===== config.mk =====
export PLATFORM = sky130hd
export DESIGN_NAME = window_fetch_ctrl
export DESIGN_NICKNAME = d
export VERILOG_FILES = /design/src/rtl/window_fetch_ctrl.sv
export SDC_FILE = /design/constraint.sdc
export NUM_CORES = 1
export LEC_CHECK = 0
export ABC_AREA = 0
export BUFFER_PORTS_ARGS = -buffer_cell sky130_fd_sc_hd__buf_2
export CAP_MARGIN = 20
export CORE_ASPECT_RATIO = 0.5
export CORE_MARGIN = 2
export CORE_UTILIZATION = 43
export CTS_CLUSTER_DIAMETER = 40
export DETAILED_ROUTE_END_ITERATION = 10
export GPL_TIMING_DRIVEN = 0
export PLACE_DENSITY_LB_ADDON = 0.08
export SLEW_MARGIN = 10
export SYNTH_ARGS = -nofsm -noshare
export SYNTH_HDL_FRONTEND = slang
export SYNTH_SLANG_ARGS = --single-unit

===== constraint.sdc =====
create_clock -name clk -period 2 [get_ports clk]
set_input_delay 0.1 -clock clk [delete_from_list [all_inputs] [get_ports clk]]
set_output_delay 0.1 -clock clk [all_outputs]
set_load 0.1 [all_outputs]

===== src/rtl/window_fetch_ctrl.sv =====
// window_fetch_ctrl: fetches three image rows from BRAM into byte-granular row FIFOs and
// pops them in lockstep to stream valid-mode 3x3 windows in raster order, one frame per start.
`timescale 1ns/1ps

module window_fetch_ctrl #(
  parameter int unsigned IMG_W  = 16,
  parameter int unsigned IMG_H  = 16,
  parameter int unsigned ADDR_W = 8
) (
  input  logic              clk,
  input  logic              reset_n,
  input  logic              start_i,
  output logic              busy_o,
  output logic              done_o,
  output logic              enb_o,
  output logic [ADDR_W-1:0] addrb_o,
  input  logic [63:0]       doutb_i,
  output logic [2:0]        fifo_push_o,
  output logic [63:0]       fifo_din_o,
  output logic              fifo_pop_o,
  output logic              row_clear_o,
  input  logic [23:0]       fifo_dout0_i,
  input  logic [23:0]       fifo_dout1_i,
  input  logic [23:0]       fifo_dout2_i,
  output logic [71:0]       window_data_o,
  output logic              window_valid_o,
  input  logic              window_ready_i
);

  localparam int unsigned WPR   = IMG_W / 8;
  localparam int unsigned WordW = $clog2(WPR + 1);
  localparam int unsigned ColW  = $clog2(IMG_W);
  localparam int unsigned RowW  = $clog2(IMG_H);

  localparam logic [WordW-1:0] LastWord = WordW'(WPR);
  localparam logic [ColW-1:0]  LastCol  = ColW'(IMG_W - 3);
  localparam logic [RowW-1:0]  LastRow  = RowW'(IMG_H - 3);

  typedef enum logic [1:0] {StIdle, StRun, StRowEnd, StFlush} state_e;

  state_e            state_q, state_d;
  logic [RowW-1:0]   row_q, row_d;     // output row, also base input row
  logic [ColW-1:0]   col_q, col_d;     // output column of the next pop
  logic [WordW-1:0]  word_q, word_d;   // word index of the next fetch; WPR means all fetched
  logic [1:0]        fk_q, fk_d;       // row FIFO the fetch engine is waiting on
  logic [2:0][3:0]   occ_q, occ_d;     // bytes held in each row FIFO
  logic [2:0]        push_q, push_d;   // read in flight, lands next cycle
  logic              first_q, first_d; // first RUN cycle after start
  logic [71:0]       win_q, win_d;
  logic              valid_q, valid_d;

  logic              fetch_done;
  logic              issue;
  logic              pop;
  logic [ADDR_W-1:0] addr;

  // Fetch issue, pop permission and read address for the current cycle.
  always_comb begin
    fetch_done = (word_q == LastWord);
    issue      = (state_q == StRun) && !fetch_done && (occ_q[fk_q] <= 4'd7) && !push_q[fk_q];
    pop        = (state_q == StRun) && (occ_q[0] >= 4'd3) && (occ_q[1] >= 4'd3) &&
                 (occ_q[2] >= 4'd3) && (!valid_q || window_ready_i);
    addr       = ADDR_W'((32'(row_q) + 32'(fk_q)) * WPR + 32'(word_q));
  end

  // Next-state logic: FSM, fetch round-robin, FIFO occupancy and output register.
  always_comb begin
    state_d = state_q;
    row_d   = row_q;
    col_d   = col_q;
    word_d  = word_q;
    fk_d    = fk_q;
    push_d  = '0;
    first_d = 1'b0;
    win_d   = win_q;
    valid_d = valid_q;
    occ_d   = occ_q;

    for (int k = 0; k < 3; k++) begin
      case ({push_q[k], pop})
        2'b10:   occ_d[k] = occ_q[k] + 4'd8;
        2'b01:   occ_d[k] = occ_q[k] - 4'd1;
        2'b11:   occ_d[k] = occ_q[k] + 4'd7;
        default: occ_d[k] = occ_q[k];
      endcase
    end

    if (pop) begin
      win_d   = {fifo_dout2_i, fifo_dout1_i, fifo_dout0_i};
      valid_d = 1'b1;
    end else if (window_ready_i) begin
      valid_d = 1'b0;
    end

    case (state_q)
      StIdle: begin
        if (start_i) begin
          state_d = StRun;
          first_d = 1'b1;
          row_d   = '0;
          col_d   = '0;
          word_d  = '0;
          fk_d    = '0;
          occ_d   = '0;
        end
      end
      StRun: begin
        if (issue) begin
          push_d[fk_q] = 1'b1;
          if (fk_q == 2'd2) begin
            fk_d   = 2'd0;
            word_d = word_q + WordW'(1);
          end else begin
            fk_d = fk_q + 2'd1;
          end
        end
        if (pop) begin
          col_d = col_q + ColW'(1);
          if (col_q == LastCol) begin
            state_d = StRowEnd;
          end
        end
      end
      StRowEnd: begin
        // The two residual bytes per FIFO are dropped; the next row refetches all three rows.
        occ_d   = '0;
        col_d   = '0;
        word_d  = '0;
        fk_d    = '0;
        row_d   = row_q + RowW'(1);
        state_d = (row_q == LastRow) ? StFlush : StRun;
      end
      StFlush: begin
        if (!valid_q) begin
          state_d = StIdle;
        end
      end
      default: state_d = StIdle;
    endcase
  end

  // State registers with synchronous active-low reset; in-flight reads are dropped.
  always_ff @(posedge clk) begin
    if (!reset_n) begin
      state_q <= StIdle;
      row_q   <= '0;
      col_q   <= '0;
      word_q  <= '0;
      fk_q    <= '0;
      occ_q   <= '0;
      push_q  <= '0;
      first_q <= 1'b0;
      win_q   <= '0;
      valid_q <= 1'b0;
    end else begin
      state_q <= state_d;
      row_q   <= row_d;
      col_q   <= col_d;
      word_q  <= word_d;
      fk_q    <= fk_d;
      occ_q   <= occ_d;
      push_q  <= push_d;
      first_q <= first_d;
      win_q   <= win_d;
      valid_q <= valid_d;
    end
  end

  // Outputs; done is the FLUSH cycle with an empty output register, busy drops with it.
  always_comb begin
    done_o         = (state_q == StFlush) && !valid_q;
    busy_o         = (state_q != StIdle) && !done_o;
    enb_o          = issue;
    addrb_o        = issue ? addr : '0;
    fifo_push_o    = push_q;
    // BRAM output is already registered; gate it so the bus is quiet between pushes.
    fifo_din_o     = (|push_q) ? doutb_i : '0;
    fifo_pop_o     = pop;
    row_clear_o    = first_q || (state_q == StRowEnd);
    window_data_o  = win_q;
    window_valid_o = valid_q;
  end

endmodule


Word-level counts from Yosys, hierarchy flattened
Index checks and enable logic that the tools add are counted.
{ "word_totals": {"register_bits": 103, "out_inout_bits": 153, "wordCells": 117} }
{ "classes": {"add_sub_neg": 15, "n_lt_le_gt_ge": 6, "eq_ne": 22, "muxes": 33, "n_reduce_logical": 29} }
{ "op_table": {"columns": ["operator", "n"], "rows": [
  ["64-bit 2-to-1 mux", 1],
  ["4-bit one-hot mux with 3 select lines", 4],
  ["12-bit one-hot mux with 2 select lines", 1],
  ["2-bit == test, second input constant", 10],
  ["2-bit 2-to-1 mux", 10],
  ["4-bit by 3-bit adder with 4-bit output, second input constant", 3],
  ["4-bit adder, second input constant", 3],
  ["4-bit by 2-bit greater-or-equal comparator with 1-bit output, second input constant", 3],
  ["12-bit 2-to-1 mux", 1],
  ["4-bit 2-to-1 mux", 3],
  ["2-bit one-hot mux with 3 select lines", 2],
  ["4-bit by 1-bit subtractor with 4-bit output, second input constant", 3],
  ["1-bit logical AND", 10],
  ["3-bit AND reduction", 3],
  ["4-bit by 1-bit adder with 4-bit output, second input constant", 2],
  ["4-bit binary-select mux with 2-bit select", 1],
  ["2-bit by 1-bit == test with 1-bit output, second input constant", 4],
  ["4-bit == test, second input constant", 2],
  ["2-bit != test, second input constant", 4],
  ["2-bit one-hot mux with 4 select lines", 1],
  ["4-bit one-hot mux with 2 select lines", 1],
  ["4-bit AND reduction", 2],
  ["6-bit by 2-bit adder with 7-bit output", 1],
  ["7-bit 2-to-1 mux", 1],
  ["16 further kinds", 29]
]} }

Longest topological paths before layout
Gate-level depths: netlist of run 1.
{ "logic_depth": {"word_depth": 9, "depth_mapped": 9, "depth_no_buf": 7} }

Least setup slack after synthesis of run 1
OpenSTA, ideal clock, no wires.
{ "synth_timing": {"kind": "register -> output", "startpoint": "register valid_q, in the netlist window_valid_o", "endpoint": "output port busy_o", "arrival_time_ns": 4.363, "required_time_ns": 1.900, "slack_ns": -2.463, "path_stages_with_launch": 3, "n_path_buf": 0, "cell_sequence": "dfxtp_1 -> nor3_1 -> nor2_1"} }
{ "synth_between": {"elab_chain_len": 4} }
{ "synth_rtl": {"columns": ["item", "line", "rtl"], "rows": [
  ["start: declaration", "50", "logic valid_q, valid_d;"],
  ["start signal: assignment", "165", "valid_q <= valid_d;"],
  ["1-bit zero test", "171", "done_o = (state_q == StFlush) && !valid_q;"],
  ["1-bit logical AND", "171", null],
  ["named net done_o", "14", "output logic done_o,"],
  ["1-bit zero test", "172", "busy_o = (state_q != StIdle) && !done_o;"],
  ["1-bit logical AND", "172", null],
  ["end: declaration", "13", "output logic busy_o,"]
]} }
The timed path passes the listed nets, and every way through them passes these cells.

Worst setup path in the final report of run 1
{ "layout_timing": {"startpoint": "register fk_q[0]", "endpoint": "output port addrb_o[5]"} }
{ "layout_between": {"elab_chain_len": 6} }
{ "layout_rtl": {"columns": ["item", "line", "rtl"], "rows": [
  ["start: declaration", "45", "logic [1:0] fk_q, fk_d;"],
  ["start signal: assignment", "160", "fk_q <= fk_d;"],
  ["branches (longest 5 deep; another with 6-bit by 2-bit adder with 7-bit output)", null, null],
  ["7-bit 2-to-1 mux *", "174", "addrb_o = issue ? addr : '0;"],
  ["end: declaration", "16", "output logic [ADDR_W-1:0] addrb_o,"]
]} }
Mark *: on every way between the ends. The select of a mux whose other input is x is not followed.

==> results of run 1 <==
==> metal layers <==
layer  up-vias  track usage, %
met5         -               0
met4         0            10.3
met3        36            6.76
met2       180            47.7
met1      2416            31.1
li1       2665               -
==> area by class of cell <==
class                   count  area, sq um
clock buffers              13          250
well taps                 140          175
flip-flops and latches    103         2090
repair buffers            366         2320
plain buffers              40          287
clock inverters             3         18.8
multi-input cells         429         2640
inverters                  17         67.6
fillers                   817         2530
==> worst max path at each step <==
| stage | endpoint | slack (ns) | depth (start not counted) |
|---|---|---|---|
| floorplan | addrb_o[1] | -0.19 | 6 |
| global placement | fifo_pop_o | -0.31 | 8 |
| detailed placement | fifo_pop_o | -0.32 | 8 |
| CTS | addrb_o[5] | -0.19 | 6 |
| global route | fifo_pop_o | -0.26 | 8 |
| finish | addrb_o[5] | -0.17 | 6 |
==> worst max-delay path, delay by kind of cell (launching register included) <==
| family | cells | cell delay, ns |
|---|---|---|
| adder cells (fa/ha/maj) | 3 | 0.86 |
| flip-flops | 1 | 0.35 |
| AO/OA/AOI/OAI | 1 | 0.19 |
| buffers and inverters | 1 | 0.19 |
| AND/OR/NAND/NOR | 1 | 0.15 |
==> power groups by stage <==
stage	sequential (mW)	combinational, mW	clock, mW
finish	2.08	1.53	1.61
global route	2.08	1.59	1.73
CTS	2.08	1.48	1.65
detailed placement	2.13	1.33	0
global placement	2.13	1.32	0
floorplan	2.14	1.02	0
==> cells by family (layout without fill, tap and decap cells) <==
group,after synthesis,count (layout),synth area share [%]
AND/OR/NAND/NOR,285,285,28.8
AO/OA/AOI/OAI,108,108,12.7
flip-flops,103,103,44.3
buffers and inverters,57,439,6.19
XOR/XNOR,17,17,3.20
adder cells (fa/ha/maj),16,16,4.46
other,1,2,0.0806
multiplexers,1,1,0.215
==> state kept, by name, indices dropped and copies added (netlist names) <==
| signal | count |
|---|---|
| window_data_o | 72 |
| occ_q | 12 |
| col_q | 4 |
| row_q | 4 |
| fifo_push_o | 3 |
| fk_q | 2 |
| state_q | 2 |
| word_q | 2 |
| first_q | 1 |
| window_valid_o | 1 |
==> stage by stage <==
stage          instance area (sq um)  hold slack, ns
2_1_floorplan                   4920           0.236
3_3_place_gp                    6550           0.340
3_5_place_dp                    6550           0.346
4_1_cts                         7720       0.0000105
5_1_grt                         7840         0.00653
6_report                        7840         0.00227
==> cell usage in the layout, fill, tap and decap left out, drive strengths merged, types with 10 or more instances in the layout <==
master | synthesis | layout
nand3 | 10 | 10
nor3 | 11 | 11
nand2 | 153 | 153
ha | 15 | 15
nor2 | 24 | 24
dlygate4sd3 | 0 | 62
clkbuf | 22 | 34
xnor2 | 12 | 12
inv | 17 | 17
nor2b | 65 | 65
buf | 18 | 323
a21oi | 84 | 84
dfxtp | 103 | 103
==> what timing repair did <==
action,CTS,global route
endpoints found under the hold margin,61,1
endpoints found under the setup margin,140,59
buffers inserted,10,5
pin swaps,5,5
hold buffers,61,1
resized for setup,65,35
==> impl_metrics.yaml, run 1 <==
die:
  die_h_um: 77.6
  rows: 26
  die_area_sq_um: 11700
  start_util_pct: 44.8
  die_w_um: 151
  core-area_sq_um: 10400
  ios: 293
place:
  dp_hpwl_mm: 11.1
  pre_cts_ws_ns: -0.323
  port_buffers: 289
  gp_congestion: 0.885
  place_inst: 1018
yosys:
  synth_ff_type: "dfxtp_1"
  ys_seq_area_share_pct: 44.3
  async_reset_ff_share_pct: 0
  syn_area_sq_um: 4650
  yosysTopAreaCellShare_pct: 44.3
  syn_area_per_cell_sq_um: 7.91
  synth_area_leaders: "dfxtp_1 44%, nand2_1 12%, a21oi_1 8.9%"
  yosysWarnings: 0
  yosysMostFrequentCell: "nand2_1"
  synth-seq-cells: 103
  ys_top_cells_by_count: "152 x nand2_1, 103 x dfxtp_1, 83 x a21oi_1"
  post-synth-top-area-cell: "dfxtp_1"
  synth_edf_count: 0
  synth_cells: 588
  ys_types: 45
hold_path:
  min-delay-start: "fifo_dout1_i[4]"
  min_path_cells: 3
  hold_class: "in2reg"
  worstHoldEndpoint: "window_data_o[28]"
sta:
  fin_worst_skew_ns: 0.0102
  worst_slack_ns: -0.173
  max_freq_ghz: 0.460
  setup_viol: 8
  rsz0062_at_grt: "yes"
  tns_ns: -1.08
  max_slew_margin_pct: 64.2
  finalMaxSlewViolations: 0
  fin_crit_ns: 2.17
  worst_pin_slew_ns: 0.536
  finalCritPeriodShare_pct: 109
  hold_viol: 0
final_layout:
  num_antenna_cells: 0
  layout.cells.non_filler: 1111
  num-nets-final: 1122
  final_util_pct: 75.6
  syn_to_final_growth_pct: 68.6
  drive_above_1_share_pct: 46.7
worst_setup_path:
  cp.arrival_ns: 2.07
  crit_fanout: 3
  cp-startpoint: "fk_q[0]"
  end_kind: "output pin"
  timing.rr.start: "fk_q[1]"
  r2r_slack_ns: 0.10
  cp_data_required_time_ns: 1.90
  criticalPathCategory: "reg2out"
  worstReg2RegEnd: "fk_q[1]"
  worstPathCellList: "ha_4, fa_2, ha_4, nand4b_1, a21oi_4, buf_12"
  cpPeakStageDelay_ns: 0.55
  worstRegToRegCells: 7
  slowest_stage: "fa_2"
  cp_common_cell: "ha_4"
  setup.worst_path.start_class: "register"
route:
  highest-signal-layer: "met4"
  drtIter0Drc: 232
  wire_per_inst_um: 14.6
  routed_via_density: 4.77
  wl_met1_mm: 6.53
  routed_wl_mm: 16.2
  drc: 0
  via_count: 5297
  routed-wl-met2_mm: 8.14
  ant_nets: 0
  firstDrtPassIters: 4
  wl_met3_mm: 1.09
grt:
  overflow: 0
  grt_max_degree: 17
  antenna_found_initial: 0
  grt_pass1_wl_mm: 25.0
  grt_pass1_vias: 5091
  grt_use_total_pct: 26.8
cts:
  cts_max_path_buffers: 2
  clkTransAtPathRegs_ns: 0.07
  htree_levels: 3
  cts_root_buffer: "clkbuf_16"
  cts_tree: "yes"
  numCtsBuffers: 9
  clock_latency_ns: 0.34
  cts.sinks: 103
pwr:
  peakVddDrop_mv: 0.456
  p_leak_nw: 3.57
  power_frac_clock_pct: 30.8
  seqPwrFrac_pct: 39.9
  p_int_mw: 3.39
  sw_frac_of_total_pct: 35.1
  combPwrFrac_pct: 29.3
  power_switching_mw: 1.83
  total_power_mw: 5.21
  power_density_nw_per_um2: 665
run_status:
  violations: "negative setup slack"
  status: "finished with violations"
flow_run:
  drv_cap: 0
Note: power is estimated with default switching activity, not from simulation.
==> run 2: changes to the inputs <==
--- a/config.mk
+++ b/config.mk
@@ -10,7 +10,7 @@
 export CAP_MARGIN = 20
 export CORE_ASPECT_RATIO = 0.5
 export CORE_MARGIN = 2
-export CORE_UTILIZATION = 43
+export CORE_UTILIZATION = 46
 export CTS_CLUSTER_DIAMETER = 40
 export DETAILED_ROUTE_END_ITERATION = 10
 export GPL_TIMING_DRIVEN = 0
==> constraint.sdc (replaced) <==
create_clock -name clk -period 2.6 [get_ports clk]
set_input_delay 0.13 -clock clk [delete_from_list [all_inputs] [get_ports clk]]
set_output_delay 0.13 -clock clk [all_outputs]
set_load 0.1 [all_outputs]
==> run 2 against run 1 <==
The flow now finishes without violations. Sequential share of layout area increased by 3.6 points. Global-route usage decreased by 1.9 points. Final area fell by 13%. Sequential cell count stayed put. Die area decreased by 6.3%. Largest power group unchanged.
==> impl_metrics.yaml, run 2 (synthesized netlist as in run 1, its figures left out) <==
place:
  dp_hpwl_mm: 11.0
  place_inst: 1013
  gp_congestion: 0.868
  pre_cts_ws_ns: 0.253
  port_buffers: 289
die:
  rows: 25
  core-area_sq_um: 9630
  die_h_um: 75.1
  die_w_um: 146
  ios: 293
  die_area_sq_um: 11000
  start_util_pct: 48.3
final_layout:
  layout_commonest_cell: "buf_2"
  multiInputGateArea_sq_um: 2480
  num-nets-final: 1049
  layout.cells.non_filler: 1033
  final_cell_mix: "287 x buf_2, 152 x nand2_1, 98 x dfxtp_1"
  drive_above_1_share_pct: 44.7
  largest_reg_flops: 72
  seq_area_sq_um: 2070
  syn_to_final_growth_pct: 46.7
  nFillCells: 873
  num_antenna_cells: 0
worst_setup_path:
  criticalPathCategory: "reg2out"
  cpPeakStageDelay_ns: 0.38
  crit_fanout: 10
  cp_common_cell: "buf_6"
  cp_data_required_time_ns: 2.47
  worstPathCellList: "buf_2, nand2b_2, nor4_4, nand2_2, inv_2, buf_6, buf_6, clkbuf_4"
  end_kind: "output pin"
  path_buf_inv: 5
  cp.arrival_ns: 2.32
  slowest_stage: "nor4_4"
  setup.worst_path.start_class: "register"
  crit_family: "buffers and inverters"
route:
  routed_wl_mm: 14.4
  drc: 0
  drtIter0Drc: 243
  wire_per_inst_um: 13.9
  firstDrtPassIters: 5
  ant_nets: 0
  via_count: 4821
  routed_via_density: 4.67
grt:
  grt_max_degree: 19
  grt_pass1_vias: 4435
  grt_use_total_pct: 24.9
  antenna_found_initial: 0
  overflow: 0
  grt_pass1_wl_mm: 21.6
sta:
  fin_crit_ns: 2.45
  finalCritPeriodShare_pct: 94.4
  hold_slack_ns: 0.00719
  rsz0062_at_grt: "no"
  setup_viol: 0
  worst_pin_slew_ns: 0.720
  finalMaxSlewViolations: 0
  hold_viol: 0
  worst_slack_ns: 0.146
  max_slew_margin_pct: 52.0
  fin_worst_skew_ns: 0.00827
  max_freq_ghz: 0.408
pwr:
  p_leak_nw: 3.18
  peakVddDrop_mv: 0.388
  total_power_mw: 4.00
  power_density_nw_per_um2: 587
cts:
  cts_tree: "yes"
  clkTransAtPathRegs_ns: 0.08
  numCtsBuffers: 9
  cts_max_path_buffers: 2
  clock_latency_ns: 0.35
  cts_root_buffer: "clkbuf_16"
  htree_levels: 3
  cts.sinks: 103
run_status:
  status: "completed"
flow_run:
  drv_cap: 0
hold_path:
  hold_class: "in2reg"
==> run 2: changes by cell type in the layout (fill, tap and decap cells not counted), moves of 7 or more <==
cell	before	now
dfxtp_1	91	98
buf_12	9	0
buf_4	17	6
dlygate4sd3_1	62	4
clkbuf_4	11	4
clkbuf_1	12	21
==> run 2: cell type report <==
class,count,share of cell area (%)
Multi-Input combinational cell,429,36.4
Sequential cell,103,30.3
Timing Repair Buffer,294,22.1
Clock buffer,9,3.30
Buffer,39,3.23
Tap cell,135,2.47
Clock inverter,7,1.15
Inverter,17,0.990
==> run 2: repair_timing <==
item,in CTS,in global routing
gates resized for setup,4,7
setup endpoints to repair,20,8
endpoints found under the hold margin,4,0
gates cloned,0,0
buffers inserted,1,0
pin swaps,1,0
hold buffers,4,0
==> run 2: worst min-delay path, delay by kind of cell <==
family	cells	cell delay (ns)
buf+inv	1	0.10
compound gates	1	0.05
simple gates	1	0.04
==> run 2: per-stage QoR <==
stage | TNS [ns] | util (%) | instance area [sq um]
after floorplan | -1.01 | - | 4830
after global placement | 0 | 66.9 | 6450
after detailed placement | 0 | 66.9 | 6450
after CTS | 0 | 70.7 | 6810
after global routing | 0 | 70.8 | 6830
final | 0 | 70.8 | 6830
==> run 2: path summary, 6_finish.rpt <==
kind,start,end,slack (ns),depth (start not counted)
worst min-delay path,fifo_dout2_i[4],window_data_o[52],0.007,3
worst max register to register,occ_q[8],window_data_o[6],0.57,8
worst max-delay path,state_q[0],fifo_pop_o,0.15,8
worst min register to register,window_data_o[62],window_data_o[62],0.45,2
==> run 2: layer usage <==
metal / global-route usage, % / wire length, um / part of all wire [%]
met4: 7.23 / 173 / 1.2
met5: 0 / 0 / 0
met2: 45.0 / 6990 / 49
met3: 7.39 / 936 / 6.5
met1: 29.8 / 6250 / 44
==> run 2: where the power goes <==
group,internal (mW),switching [mW],total (mW)
clock,0.760,0.629,1.39
sequential,1.59,0.0137,1.60
combinational,0.224,0.788,1.01
total,2.57,1.43,4.00
